--- src/rtl/tick_sched_pkg.sv ---
// Shared types and helpers for the tick scheduler and datapath sequencers.
package tick_sched_pkg;

    typedef enum logic [1:0] {
        S_IDLE  = 2'd0,
        S_RUN   = 2'd1,
        S_BURST = 2'd2,
        S_DRAIN = 2'd3
    } tick_state_t;

    // Smallest divisor that still yields a distinct high and low phase.
    localparam int unsigned MIN_DIV = 2;

    // Clamp a requested divisor to MIN_DIV; callers zero-extend to 64 bits and truncate back.
    function automatic logic [63:0] div_clamp(input logic [63:0] d);
        return (d < 64'(MIN_DIV)) ? 64'(MIN_DIV) : d;
    endfunction

endpackage

--- src/rtl/tick_sched_counter.sv ---
// Period counter with registered tick and square-wave outputs.
// Outputs are computed from next-cycle count/divisor so they line up with the count
// they describe while still coming straight from flops.
module tick_counter #(
    parameter int unsigned CNT_W = 32
) (
    input  logic             clk_i,
    input  logic             rst_i,
    input  logic             i_en,        // scheduler active this cycle
    input  logic             i_en_next,   // scheduler active next cycle
    input  logic [CNT_W-1:0] i_div_next,  // divisor in force next cycle
    output logic             o_wrap,      // this cycle is the last of a period
    output logic             o_tick,
    output logic             o_clk
);

    logic [CNT_W-1:0] r_count;
    logic [CNT_W-1:0] w_count_d;
    logic             r_tick;
    logic             r_clk;

    // Next count: held at zero while idle, restarts after the last cycle of a period.
    always_comb begin
        w_count_d = r_count + CNT_W'(1);
        if (!i_en || !i_en_next || r_tick) begin
            w_count_d = '0;
        end
    end

    // Count register plus lookahead tick/clk flops.
    always_ff @(posedge clk_i or posedge rst_i) begin
        if (rst_i) begin
            r_count <= '0;
            r_tick  <= 1'b0;
            r_clk   <= 1'b0;
        end else begin
            r_count <= w_count_d;
            r_tick  <= i_en_next && (w_count_d == (i_div_next - CNT_W'(1)));
            r_clk   <= i_en_next && (w_count_d < (i_div_next >> 1));
        end
    end

    assign o_wrap = r_tick;
    assign o_tick = r_tick;
    assign o_clk  = r_clk;

endmodule

--- src/rtl/tick_sched.sv ---
// Runtime-programmable clock-enable scheduler: free-run or exact-count bursts of
// tick strobes, with divisor updates that only land on period boundaries.
module tick_sched
    import tick_sched_pkg::*;
#(
    parameter int unsigned CNT_W       = 32,
    parameter int unsigned DEFAULT_DIV = 100_000_000,
    parameter int unsigned BURST_W     = 16
) (
    input  logic               clk_i,
    input  logic               rst_i,
    input  logic               cfg_valid_i,
    input  logic [CNT_W-1:0]   cfg_div_i,
    output logic               cfg_ready_o,
    input  logic               start_i,
    input  logic [BURST_W-1:0] burst_len_i,
    input  logic               stop_i,
    output logic               tick_o,
    output logic               clk_o,
    output logic               busy_o,
    output logic               done_o
);

    tick_state_t        r_state, w_state_d;
    logic [CNT_W-1:0]   r_div, w_div_d;
    logic [BURST_W-1:0] r_rem, w_rem_d;
    logic               r_pend_vld, w_pend_vld_d;
    logic [CNT_W-1:0]   r_pend_div, w_pend_div_d;
    logic               r_ready;
    logic               r_busy;
    logic               r_done, w_done_d;
    logic               w_wrap;
    logic               w_xfer;
    logic               w_apply;
    logic [CNT_W-1:0]   w_cfg_div;

    assign w_cfg_div = CNT_W'(div_clamp(64'(cfg_div_i)));

    // Mode FSM and burst countdown; a stop on the last cycle of a period ends it right there.
    always_comb begin
        w_state_d = r_state;
        w_rem_d   = r_rem;
        w_done_d  = 1'b0;
        unique case (r_state)
            S_IDLE: begin
                if (start_i && !stop_i) begin
                    w_state_d = (burst_len_i == '0) ? S_RUN : S_BURST;
                    w_rem_d   = burst_len_i;
                end
            end
            S_RUN: begin
                if (stop_i) begin
                    w_state_d = w_wrap ? S_IDLE : S_DRAIN;
                end
            end
            S_BURST: begin
                if (w_wrap && (r_rem <= BURST_W'(1))) begin
                    w_state_d = S_IDLE;
                    w_rem_d   = '0;
                    w_done_d  = 1'b1;
                end else if (stop_i) begin
                    w_state_d = w_wrap ? S_IDLE : S_DRAIN;
                    w_rem_d   = '0;
                end else if (w_wrap) begin
                    w_rem_d = r_rem - BURST_W'(1);
                end
            end
            S_DRAIN: begin
                if (w_wrap) begin
                    w_state_d = S_IDLE;
                end
            end
            default: begin
                w_state_d = S_IDLE;
                w_rem_d   = '0;
            end
        endcase
    end

    // Divisor handshake: one pending slot, applied immediately when idle, else at a wrap.
    always_comb begin
        w_xfer       = cfg_valid_i && r_ready;
        w_apply      = r_pend_vld && ((r_state == S_IDLE) || w_wrap);
        w_div_d      = w_apply ? r_pend_div : r_div;
        w_pend_vld_d = r_pend_vld;
        w_pend_div_d = r_pend_div;
        if (w_apply) begin
            w_pend_vld_d = 1'b0;
        end
        if (w_xfer) begin
            w_pend_vld_d = 1'b1;
            w_pend_div_d = w_cfg_div;
        end
    end

    // Control state and registered status outputs.
    always_ff @(posedge clk_i or posedge rst_i) begin
        if (rst_i) begin
            r_state    <= S_IDLE;
            r_div      <= CNT_W'(DEFAULT_DIV);
            r_rem      <= '0;
            r_pend_vld <= 1'b0;
            r_pend_div <= '0;
            r_ready    <= 1'b1;
            r_busy     <= 1'b0;
            r_done     <= 1'b0;
        end else begin
            r_state    <= w_state_d;
            r_div      <= w_div_d;
            r_rem      <= w_rem_d;
            r_pend_vld <= w_pend_vld_d;
            r_pend_div <= w_pend_div_d;
            r_ready    <= !w_pend_vld_d;
            r_busy     <= (w_state_d != S_IDLE);
            r_done     <= w_done_d;
        end
    end

    tick_counter #(
        .CNT_W (CNT_W)
    ) u_counter (
        .clk_i      (clk_i),
        .rst_i      (rst_i),
        .i_en       (r_state != S_IDLE),
        .i_en_next  (w_state_d != S_IDLE),
        .i_div_next (w_div_d),
        .o_wrap     (w_wrap),
        .o_tick     (tick_o),
        .o_clk      (clk_o)
    );

    assign cfg_ready_o = r_ready;
    assign busy_o      = r_busy;
    assign done_o      = r_done;

endmodule
--- config.mk ---
export PLATFORM = sky130hd
export DESIGN_NAME = tick_sched
export DESIGN_NICKNAME = d
export VERILOG_FILES = /design/src/rtl/tick_sched_pkg.sv /design/src/rtl/tick_sched_counter.sv /design/src/rtl/tick_sched.sv
export SDC_FILE = /design/constraint.sdc
export NUM_CORES = 1
export LEC_CHECK = 0
export CAP_MARGIN = 5
export CORE_AREA = 5 5 154 141
export CTS_CLUSTER_DIAMETER = 80
export DETAILED_ROUTE_END_ITERATION = 10
export DIE_AREA = 0 0 159 146
export RECOVER_POWER = 25
export SLEW_MARGIN = 20
export SYNTH_ARGS = -nofsm -noshare
export SYNTH_HDL_FRONTEND = slang
export SYNTH_SLANG_ARGS = --single-unit
--- constraint.sdc ---
create_clock -name clk_i -period 9.05 [get_ports clk_i]
set_input_delay 2.2625 -clock clk_i [delete_from_list [all_inputs] [get_ports clk_i]]
set_output_delay 2.2625 -clock clk_i [all_outputs]
set_load 0.01 [all_outputs]
==> metrics.md, run 1 <==
| Metric | Value |
|---|---|
| CP Capture Type | flip-flop |
| Post-DP HPWL | 14600 um |
| Syn Area/Cell | 9.64 um2 |
| Max Clock Skew | 0.00948 ns |
| Async SR Flop Fraction | 1.00 |
| Resized cells post-CTS | 0 |
| Register bit total from synthesis | 120 |
| Cells after synthesis | 811 |
| Drt via density | 5.65 |
| FMAX | 0.159 GHz |
| DRT iter0 DRCs | 416 |
| Post-CTS setup buffers | 0 |
| Footprint of the multi-input gates | 4360 um2 |
| Die area | 23200 um2 |
| Die Ht | 146 um |
| Post-Synthesis Net Count | 896 |
| IO Count | 58 |
| CP arrival | 6.59 ns |
| Setup Viol. Count Final | 0 |
| First-pass GRT wire length | 32300 um |
| Number of fill cells | 1915 |
| Row count | 49 |
| RSZ-0062 raised after global routing | no |
| Drt first pass iters | 5 |
| Worst-path maximum fanout | 39 |
| Number of synthesized flops with an enable pin | 0 |
| Hold Vio Cnt, Final | 0 |
| Slew of the pin with the lowest slew margin | 2.05 ns |
| Yosys cell types | 72 |
| Tmin final | 6.28 ns |
| Vias | 6362 |
| Synth warn | 0 |
| Largest net degree at the start of global routing | 69 |
| Share of layout cells above drive strength 1 | 0.119 |
| TritonCTS Buffers | 17 |
| Routed wire length | 19700 um |
| Buffers on Ports | 57 |
| Final nets | 943 |
| Die width | 159 um |
| Clock Latency Late Sink | 0.42 ns |
| Outcome | finished, violations left |
| Critical Path RT | 9.36 ns |
| Final max-slew violation count | 40 |
| Pwr dens | 228 nW/um2 |
| Gr ovfl total | 0 |
| CTS root buf | clkbuf_16 |
| Clock-pin slew on the worst setup and hold paths | 0.06 ns |
| Failing checks | capacitance limit, slew limit |
| Final GP Congestion | 0.844 |
| Clk sinks | 120 |
| VDD IR max | 0.130 mV |
| Global-route total usage across every layer | 0.169 |
| Core area | 19800 um2 |
| Synth area leaders | dfrtp_1, ha_1, mux2_2, mux2i_1, dfstp_2 |
| Max_cap viols | 1 |
| Clk buf depth | 2 |
| FF/Latch Area | 3020 um2 |
| Drt drc | 0 |
| Routed Antenna Nets | 0 |
| Vias in the first global route | 6139 |
| Area growth syn-to-layout | 17.3% |
| Final setup margin | 2.77 ns |
| Most frequent cells in the layout | dfrtp_1, a21oi_1, clkdlybuf4s50_1 |
| Commonest non-fill, non-tap cell in the layout | dfrtp_1 |
| H-Tree Depth | 4 |
| CTS tree | built |
| WS Path Type | flip-flop to flip-flop |
| Synthesized area | 7810 um2 |
| Starting density of the core | 0.395 |
| Startpoint Class | flip-flop |
| Setup_tns | 0 ns |
| Place WS | 4.19 ns |
| Share of the synthesized area in the top cell type | 0.343 |
| Leak Pwr | 4.24 nW |
| DR WL/cell | 17.5 um |
| Hold Path Class | flip-flop to flip-flop |
| Main synth FF type | dfrtp_1 |
| Ant diodes | 0 |
| Fin crit share | 0.694 |
| Largest area contributor in the netlist | dfrtp_1 |
| Slew HR | -0.368 |
| # hold bufs at CTS | 0 |
| Antenna violations before repair | 0 |
| Post-synthesis sequential area ratio | 0.386 |
## cell usage after synthesis, drive strengths merged (13+ instances only)
| library cell | n |
|---|---|
| or3 | 20 |
| nand2 | 33 |
| nor4 | 32 |
| dfstp | 13 |
| inv | 55 |
| o21ai | 51 |
| a21oi | 58 |
| ha | 32 |
| a21o | 20 |
| mux2i | 37 |
| or4 | 13 |
| nor2 | 55 |
| buf | 19 |
| xnor2 | 28 |
| clkbuf | 15 |
| nand3 | 23 |
| mux2 | 34 |
| nand4 | 22 |
| nor3 | 22 |
| dfrtp | 107 |
## sequential cells by signal (all words and copies together), names as in the netlist, 2 cells and up
| register | flops |
|---|---|
| r_div | 32 |
| r_pend_div | 32 |
| u_counter.r_count | 32 |
| r_rem | 16 |
| r_state | 2 |
## final timing paths
check	startpoint	end	slack, ns	depth (start not counted)
max in group asynchronous	rst_i	r_pend_div[22]	5.44	3
min in group asynchronous	rst_i	r_div[4]	2.40	2
setup / recovery	u_counter.o_tick	u_counter.o_tick	2.77	14
hold reg to reg	r_pend_div[28]	r_pend_div[28]	0.51	1
setup reg to reg	u_counter.o_tick	u_counter.o_tick	2.77	14
hold / removal	r_pend_div[28]	r_pend_div[28]	0.51	1
## per-stage QoR
stage	std cells	area, um2	util	power [mW]	hold slack (ns)
floorplan	811	7820	-	1.18	0.471
global placement	1094	8560	0.432	1.35	0.493
detailed placement	1094	8560	0.432	1.36	0.500
CTS	1126	9210	0.465	2.11	0.511
global route	1126	9170	0.463	2.21	0.543
finish	1126	9170	0.463	2.09	0.510
## area by class of cell
cell class / count / area share
clock inverters: 12 / 0.0205
inverters: 55 / 0.0228
repair buffers: 62 / 0.0659
multi-input cells: 602 / 0.476
well taps: 255 / 0.0348
flip-flops and latches: 120 / 0.329
clock buffers: 20 / 0.0509
## worst max-delay path, stage by stage (launching register included)
cell and delay (ns):
dfrtp_1 0.48, o21bai_2 0.16, clkbuf_1 1.48, nand2_4 0.72, mux2i_1 0.41, ha_1 0.28
or4b_2 0.62, a21oi_1 0.13, a21oi_1 0.18, or3_1 0.52, nor2_4 0.13, xnor3_1 0.23
nor4_2 0.27, o2111ai_1 0.16, nor4b_2 0.37
## power by group
group	leakage, nW	switching, mW	internal (mW)
sequential	1.50	0.117	0.655
clock	0.314	0.265	0.487
combinational	2.42	0.296	0.275
## per-layer routing
metal	part of all wire	up-vias	global-route usage
met5	0	-	0
met4	0.020	0	0.0554
met3	0.051	28	0.0357
met2	0.42	176	0.246
met1	0.51	3050	0.250
li1	-	3108	-
## logic make-up (layout without fill, tap and decap cells)
group                      after synthesis  count (layout)  synth area share
buffers and inverters                   89             149            0.0501
DFF                                    120             120             0.386
adders and majority gates               33              33            0.0525
AOI/OAI and AO/OA                      204             204             0.173
muxes                                   71              71            0.0980
xor gates and xnor gates                42              42            0.0559
and+or+nand+nor                        252             252             0.184
(Power assumes the default switching activity.)
==> run 2, diff against run 1 <==
Clock period 9.05 ns to 5.12 ns, I/O delays scaled along.
==> metrics.md, run 2 (synthesis results as in run 1) <==
| Metric | Value |
|---|---|
| Routed wire length | 20300 um (+2.9%) |
| Clock Latency Late Sink | 0.43 ns (about the same) |
| Share of layout cells above drive strength 1 | 0.126 (+0.00660) |
| CTS tree | built |
| DRT iter0 DRCs | 464 (+12%) |
| FMAX | 0.232 GHz (+46%) |
| Global-route total usage across every layer | 0.177 (+0.00791) |
| FF-to-FF Start | r_state[1] |
| H-Tree Depth | 4 (unchanged) |
| WS Path Type | flip-flop to flip-flop |
| Max_cap viols | 1 (unchanged) |
| Largest regs | r_div (32), r_pend_div (32), u_counter.r_count (32) |
| Buffers on Ports | 57 (unchanged) |
| Ant diodes | 0 (unchanged) |
| Finished Layout Cells | 1128 (+0.18%) |
| Drt via density | 5.69 (+0.75%) |
| First-pass GRT wire length | 33900 um (+4.8%) |
| VDD IR max | 0.225 mV (+73%) |
| Sequential power share | 0.385 (+0.016) |
| Largest net degree at the start of global routing | 69 (unchanged) |
| Net Sw Power | 1.26 mW (+87%) |
| Area growth syn-to-layout | 16.7% |
| Final core utilization | 0.460 (-0.00246) |
| Worst-path maximum fanout | 10 (-74%) |
| TritonCTS Buffers | 17 (unchanged) |
| Final setup margin | 0.805 ns (-1.96 ns) |
| Post-CTS setup buffers | 0 (unchanged) |
| Pwr dens | 391 nW/um2 (+71%) |
| Outcome | finished, violations left |
| Failing checks | capacitance limit, slew limit |
| Hold Path Class | flip-flop to flip-flop |
| Routed Antenna Nets | 0 (unchanged) |
| DR WL/cell | 18.0 um (+2.7%) |
| Starting density of the core | 0.395 (unchanged) |
| # hold bufs at CTS | 0 (unchanged) |
| Final max-slew violation count | 68 (+70%) |
| Tmin final | 4.32 ns (-1.97 ns) |
| Slew of the pin with the lowest slew margin | 2.72 ns (+0.671 ns) |
| Placed cells | 1096 (+0.18%) |
| Terminus of the critical flop-to-flop path | u_counter.o_tick |
| Final nets | 945 (+0.21%) |
| Resized cells post-CTS | 0 (unchanged) |
| Gr ovfl total | 0 (unchanged) |
| Reg-to-reg slack, setup | 0.80 ns (-1.96 ns) |
| Leak Pwr | 4.22 nW (-0.52%) |
| IO Count | 58 (unchanged) |
| Switching share of power | 0.355 (+0.0315) |
| GR Util met1 | 0.266 (+0.0163) |
| Final GP Congestion | 0.874 (+3.6%) |
| Vias | 6421 (+0.93%) |
| Drt first pass iters | 4 (-1) |
| Die Ht | 146 um (unchanged) |
| Place WS | 1.08 ns (-3.10 ns) |
| GR Util met2 | 0.259 (+0.0129) |
| Most frequent cells in the layout | dfrtp_1, a21oi_1, clkdlybuf4s50_1 |
| Hold Vio Cnt, Final | 0 (unchanged) |
| CP arrival | 4.64 ns (-1.95 ns) |
| Logic gate share of total power | 0.286 (+0.013) |
| Die width | 159 um (unchanged) |
| Core area | 19800 um2 (unchanged) |
| Clk buf depth | 2 (unchanged) |
| Capture point of the worst path | u_counter.o_tick |
| Startpoint Class | flip-flop |
| Critical path startpoint | r_state[1] |
| Row count | 49 (unchanged) |
| Drt drc | 0 (unchanged) |
| CP Capture Type | flip-flop |
| Setup Viol. Count Final | 0 (unchanged) |
| Slew HR | -0.817 (-0.449) |
| Vias in the first global route | 6281 (+2.3%) |
| Clk sinks | 120 (unchanged) |
| Fin crit share | 0.843 (+0.149) |
| Antenna violations before repair | 0 (unchanged) |
| Cell count of the worst reg-to-reg path | 13 (-1) |
| Top Usage Layer GRT | met1 |
| Part of the power in the clock network | 0.329 (-0.030) |
| Clock-pin slew on the worst setup and hold paths | 0.06 ns (about the same) |
| Die area | 23200 um2 (unchanged) |
| Post-DP HPWL | 15100 um (+3.7%) |
| CTS root buf | clkbuf_16 |
| Max Clock Skew | 0.0176 ns (+0.00816 ns) |
| Power after layout | 3.56 mW (+70%) |
| Commonest non-fill, non-tap cell in the layout | dfrtp_1 |
| RSZ-0062 raised after global routing | no |
| Internal power | 2.30 mW (+62%) |
| Met3 usage | 0.0351 (-0.000566) |
| Critical Path RT | 5.44 ns (-3.92 ns) |
| Setup_tns | 0 ns (unchanged) |
run 2: cell types whose count changed in the layout (fill, tap and decap cells not counted), sizes merged:
cell,change
inv,+7
bufinv,-4
buf,+2
clkbuf,-2
clkdlybuf4s50,-2
dlygate4sd3,+2
clkinvlp,-1
run 2: layout make-up:
type	count	area (um2)
sequential	120	3020
inverter	55	206
tap	255	319
fill	1924	10700
multi-input combinational	602	4370
clock inverter	14	129
timing repair buffer	64	632
clock buffer	18	439
run 2: through the flow:
step | instance area (um2) | hold WS (ns)
2_1_floorplan | 7820 | 0.471
3_3_place_gp | 8590 | 0.495
3_5_place_dp | 8590 | 0.503
4_1_cts | 9160 | 0.519
5_1_grt | 9120 | 0.534
6_report | 9120 | 0.518
run 2: worst min-delay path by stage:
stage	cells past startpoint	start	slack (ns)	end
CTS	2	r_rem[8]	0.52	r_rem[8]
detailed placement	2	r_rem[8]	0.50	r_rem[8]
floorplan	2	r_rem[14]	0.47	r_rem[14]
finish	2	r_rem[7]	0.52	r_rem[7]
global placement	2	r_rem[9]	0.49	r_rem[9]
global route	1	r_pend_div[30]	0.53	r_pend_div[30]
run 2: worst max-delay path, stage by stage, from the launching register on:
cell and delay, ns:
dfrtp_1 0.47, o21bai_1 0.59, a21oi_1 0.19, a21oi_1 0.21
ha_1 0.27, or4b_2 0.62, a21oi_1 0.14, a21oi_1 0.14
or3_1 0.51, nor2_4 0.12, xnor3_1 0.23, nor4_2 0.27
o2111ai_1 0.15, nor4b_2 0.30
run 2: metal layers:
| layer | wire, um | share of wire |
|---|---|---|
| met2 | 8730 | 0.43 |
| met5 | 0 | 0 |
| met4 | 219 | 0.011 |
| met1 | 10300 | 0.51 |
| met3 | 1010 | 0.050 |
run 2: power groups by stage:
stage	Sequential, mW	Clock (mW)	Combinational, mW
2_1_floorplan	1.30	0	0.780
3_3_place_gp	1.38	0	1.01
3_5_place_dp	1.39	0	1.02
4_1_cts	1.37	1.20	1.02
5_1_grt	1.40	1.24	1.13
6_report	1.37	1.17	1.02
==> run 3, diff against run 2 <==
Clock period 5.12 ns to 3.5 ns, I/O delays scaled along.
==> metrics.md, run 3 (synthesis results as in run 1) <==
| Metric | Value |
|---|---|
| Max Clock Skew | 0.0114 ns (-0.00621 ns) |
| Routed Antenna Nets | 0 (unchanged) |
| CTS root buf | clkbuf_16 |
| Leak Pwr | 4.61 nW (+9.2%) |
| Core area | 19800 um2 (unchanged) |
| Tmin final | 3.46 ns (-0.858 ns) |
| Post-DP Area | 9030 um2 (+5.2%) |
| TritonCTS Buffers | 17 (unchanged) |
| RSZ-0062 raised after global routing | yes |
| Cell count of the worst reg-to-reg path | 13 (unchanged) |
| Hold Vio Cnt, Final | 0 (unchanged) |
| Die area | 23200 um2 (unchanged) |
| Area growth syn-to-layout | 26.8% |
| Hold Path Class | flip-flop to flip-flop |
| CP peak stage delay | 0.48 ns (-0.14 ns) |
| Logic gate share of total power | 0.319 (+0.033) |
| Power after layout | 5.71 mW (+60%) |
| WS Path Type | flip-flop to flip-flop |
| Routed wire length | 21500 um (+5.9%) |
| Buffers on Ports | 57 (unchanged) |
| CTS tree | built |
| Ant diodes | 0 (unchanged) |
| Drt via density | 5.57 (-2.2%) |
| Hold wc startpoint | r_rem[9] |
| Largest net degree at the start of global routing | 121 (+75%) |
| Setup Viol. Count Final | 0 (unchanged) |
| CP top delay family | simple AND/OR/NAND/NOR gates |
| Post-DP HPWL | 16000 um (+5.9%) |
| Commonest non-fill, non-tap cell in the layout | dfrtp_1 |
| Critical Path RT | 3.81 ns (-1.63 ns) |
| Clock-pin slew on the worst setup and hold paths | 0.06 ns (about the same) |
| Slew of the pin with the lowest slew margin | 0.764 ns (-1.96 ns) |
| Internal power | 3.83 mW (+67%) |
| DR WL/cell | 17.9 um (-0.37%) |
| Row count | 49 (unchanged) |
| Critical path buffers and inverters | 0 (unchanged) |
| Final GP Congestion | 0.953 (+9.1%) |
| Final setup margin | 0.0431 ns (-0.762 ns) |
| Antenna violations before repair | 0 (unchanged) |
| Drt first pass iters | 5 (+1) |
| Slew HR | 0.491 (+1.31) |
| Most frequent cells in the layout | dfrtp_1, buf_4, clkdlybuf4s50_1 |
| CP arrival | 3.77 ns (-0.87 ns) |
| Largest regs | r_div (32), r_pend_div (32), u_counter.r_count (32) |
| Outcome | complete, no violations |
| Max_cap viols | 0 (-1) |
| Starting density of the core | 0.395 (unchanged) |
| FF-to-FF Start | u_counter.o_tick |
| VDD IR max | 0.398 mV (+76%) |
| Clock Latency Late Sink | 0.42 ns (about the same) |
| Clk buf depth | 2 (unchanged) |
| Part of the power in the clock network | 0.335 (+0.006) |
| Fin crit share | 0.988 (+0.145) |
| CP Capture Type | flip-flop |
| Fin area | 9910 um2 (+8.7%) |
| Global-route total usage across every layer | 0.186 (+0.00873) |
| Critical-path cell list | o21bai_4 -> nand2_4 -> mux2i_4 -> ha_2 -> or4b_4 -> a21oi_4 -> a21oi_4 -> or3_4 -> nor2_4 -> xnor3_1 -> nor4_2 -> o2111ai_1 -> nor4b_2 |
| Clk sinks | 120 (unchanged) |
| CP Depth | 13 (unchanged) |
| DRT iter0 DRCs | 540 (+16%) |
| Final max-slew violation count | 0 (-100%) |
| Vias | 6676 (+4.0%) |
| Finished Layout Cells | 1199 (+6.3%) |
| Die Ht | 146 um (unchanged) |
| Worst-path maximum fanout | 5 (-5) |
| Critical path startpoint | u_counter.o_tick |
| Die width | 159 um (unchanged) |
| Place WS | -0.344 ns (-1.43 ns) |
| Most used cell, CP | a21oi_4 |
| Slowest CP cell | or4b_4 |
| Final core utilization | 0.500 (+0.0399) |
| Startpoint Class | flip-flop |
| FMAX | 0.289 GHz (+25%) |
| Switching share of power | 0.328 (-0.0266) |
| Gr ovfl total | 0 (unchanged) |
| Final nets | 1016 (+7.5%) |
| IO Count | 58 (unchanged) |
| Sequential power share | 0.346 (-0.039) |
| Hold Worst Slack | 0.504 ns (-0.0143 ns) |
| H-Tree Depth | 4 (unchanged) |
| Placed cells | 1154 (+5.3%) |
| Pwr dens | 576 nW/um2 (+47%) |
| Drt drc | 0 (unchanged) |
| Share of layout cells above drive strength 1 | 0.219 (+0.0933) |
| First-pass GRT wire length | 34700 um (+2.6%) |
| Net Sw Power | 1.87 mW (+48%) |
| Setup_tns | 0 ns (unchanged) |
| Hold path depth | 2 (unchanged) |
| Vias in the first global route | 6398 (+1.9%) |
run 3: worst reg2reg max path: cells and delay by family, from the launching register on:
kind	cells	cell delay (ns)
AOI/OAI and AO/OA	4	0.57
xor gates and xnor gates	1	0.26
adders and majority gates	1	0.20
DFF	1	0.41
muxes	1	0.23
and+or+nand+nor	6	1.69
run 3: per-layer routing:
| layer | vias to the layer above | track usage | wire (um) |
|---|---|---|---|
| li1 | 3265 | - | - |
| met4 | 0 | 0.0559 | 380 |
| met2 | 180 | 0.263 | 8920 |
| met5 | - | 0 | 0 |
| met3 | 24 | 0.0357 | 1220 |
| met1 | 3207 | 0.285 | 11000 |
run 3: power groups by stage:
stage	clock (mW)	sequential (mW)	combinational, mW
6_report	1.91	1.98	1.82
4_1_cts	1.95	1.96	1.78
3_3_place_gp	0	1.98	1.71
2_1_floorplan	0	1.91	1.14
3_5_place_dp	0	1.99	1.73
5_1_grt	2.02	2.02	1.99
run 3: what timing repair did:
| action | 4_1_cts | 5_1_grt |
|---|---|---|
| pin swaps | 4 | 12 |
| gates resized for setup | 7 | 20 |
| hold buffers | 0 | 0 |
| buffers inserted | 7 | 6 |
| setup endpoints to repair | 1 | 2 |
run 3: cell type report:
type	instances	area, um2
clock buffers	21	470
multi-input cells	602	4540
flip-flops and latches	120	3020
well taps	255	319
clock inverters	11	170
inverters	55	210
repair buffers	135	1170
fillers	1813	9890
run 3: final timing paths:
path / to / slack [ns]
max in group asynchronous: r_state[0] / 2.00
hold reg to reg: r_rem[9] / 0.50
hold / removal: r_rem[9] / 0.50
min in group asynchronous: u_counter.r_count[3] / 1.00
setup reg to reg: u_counter.o_tick / 0.04
setup / recovery: u_counter.o_tick / 0.04
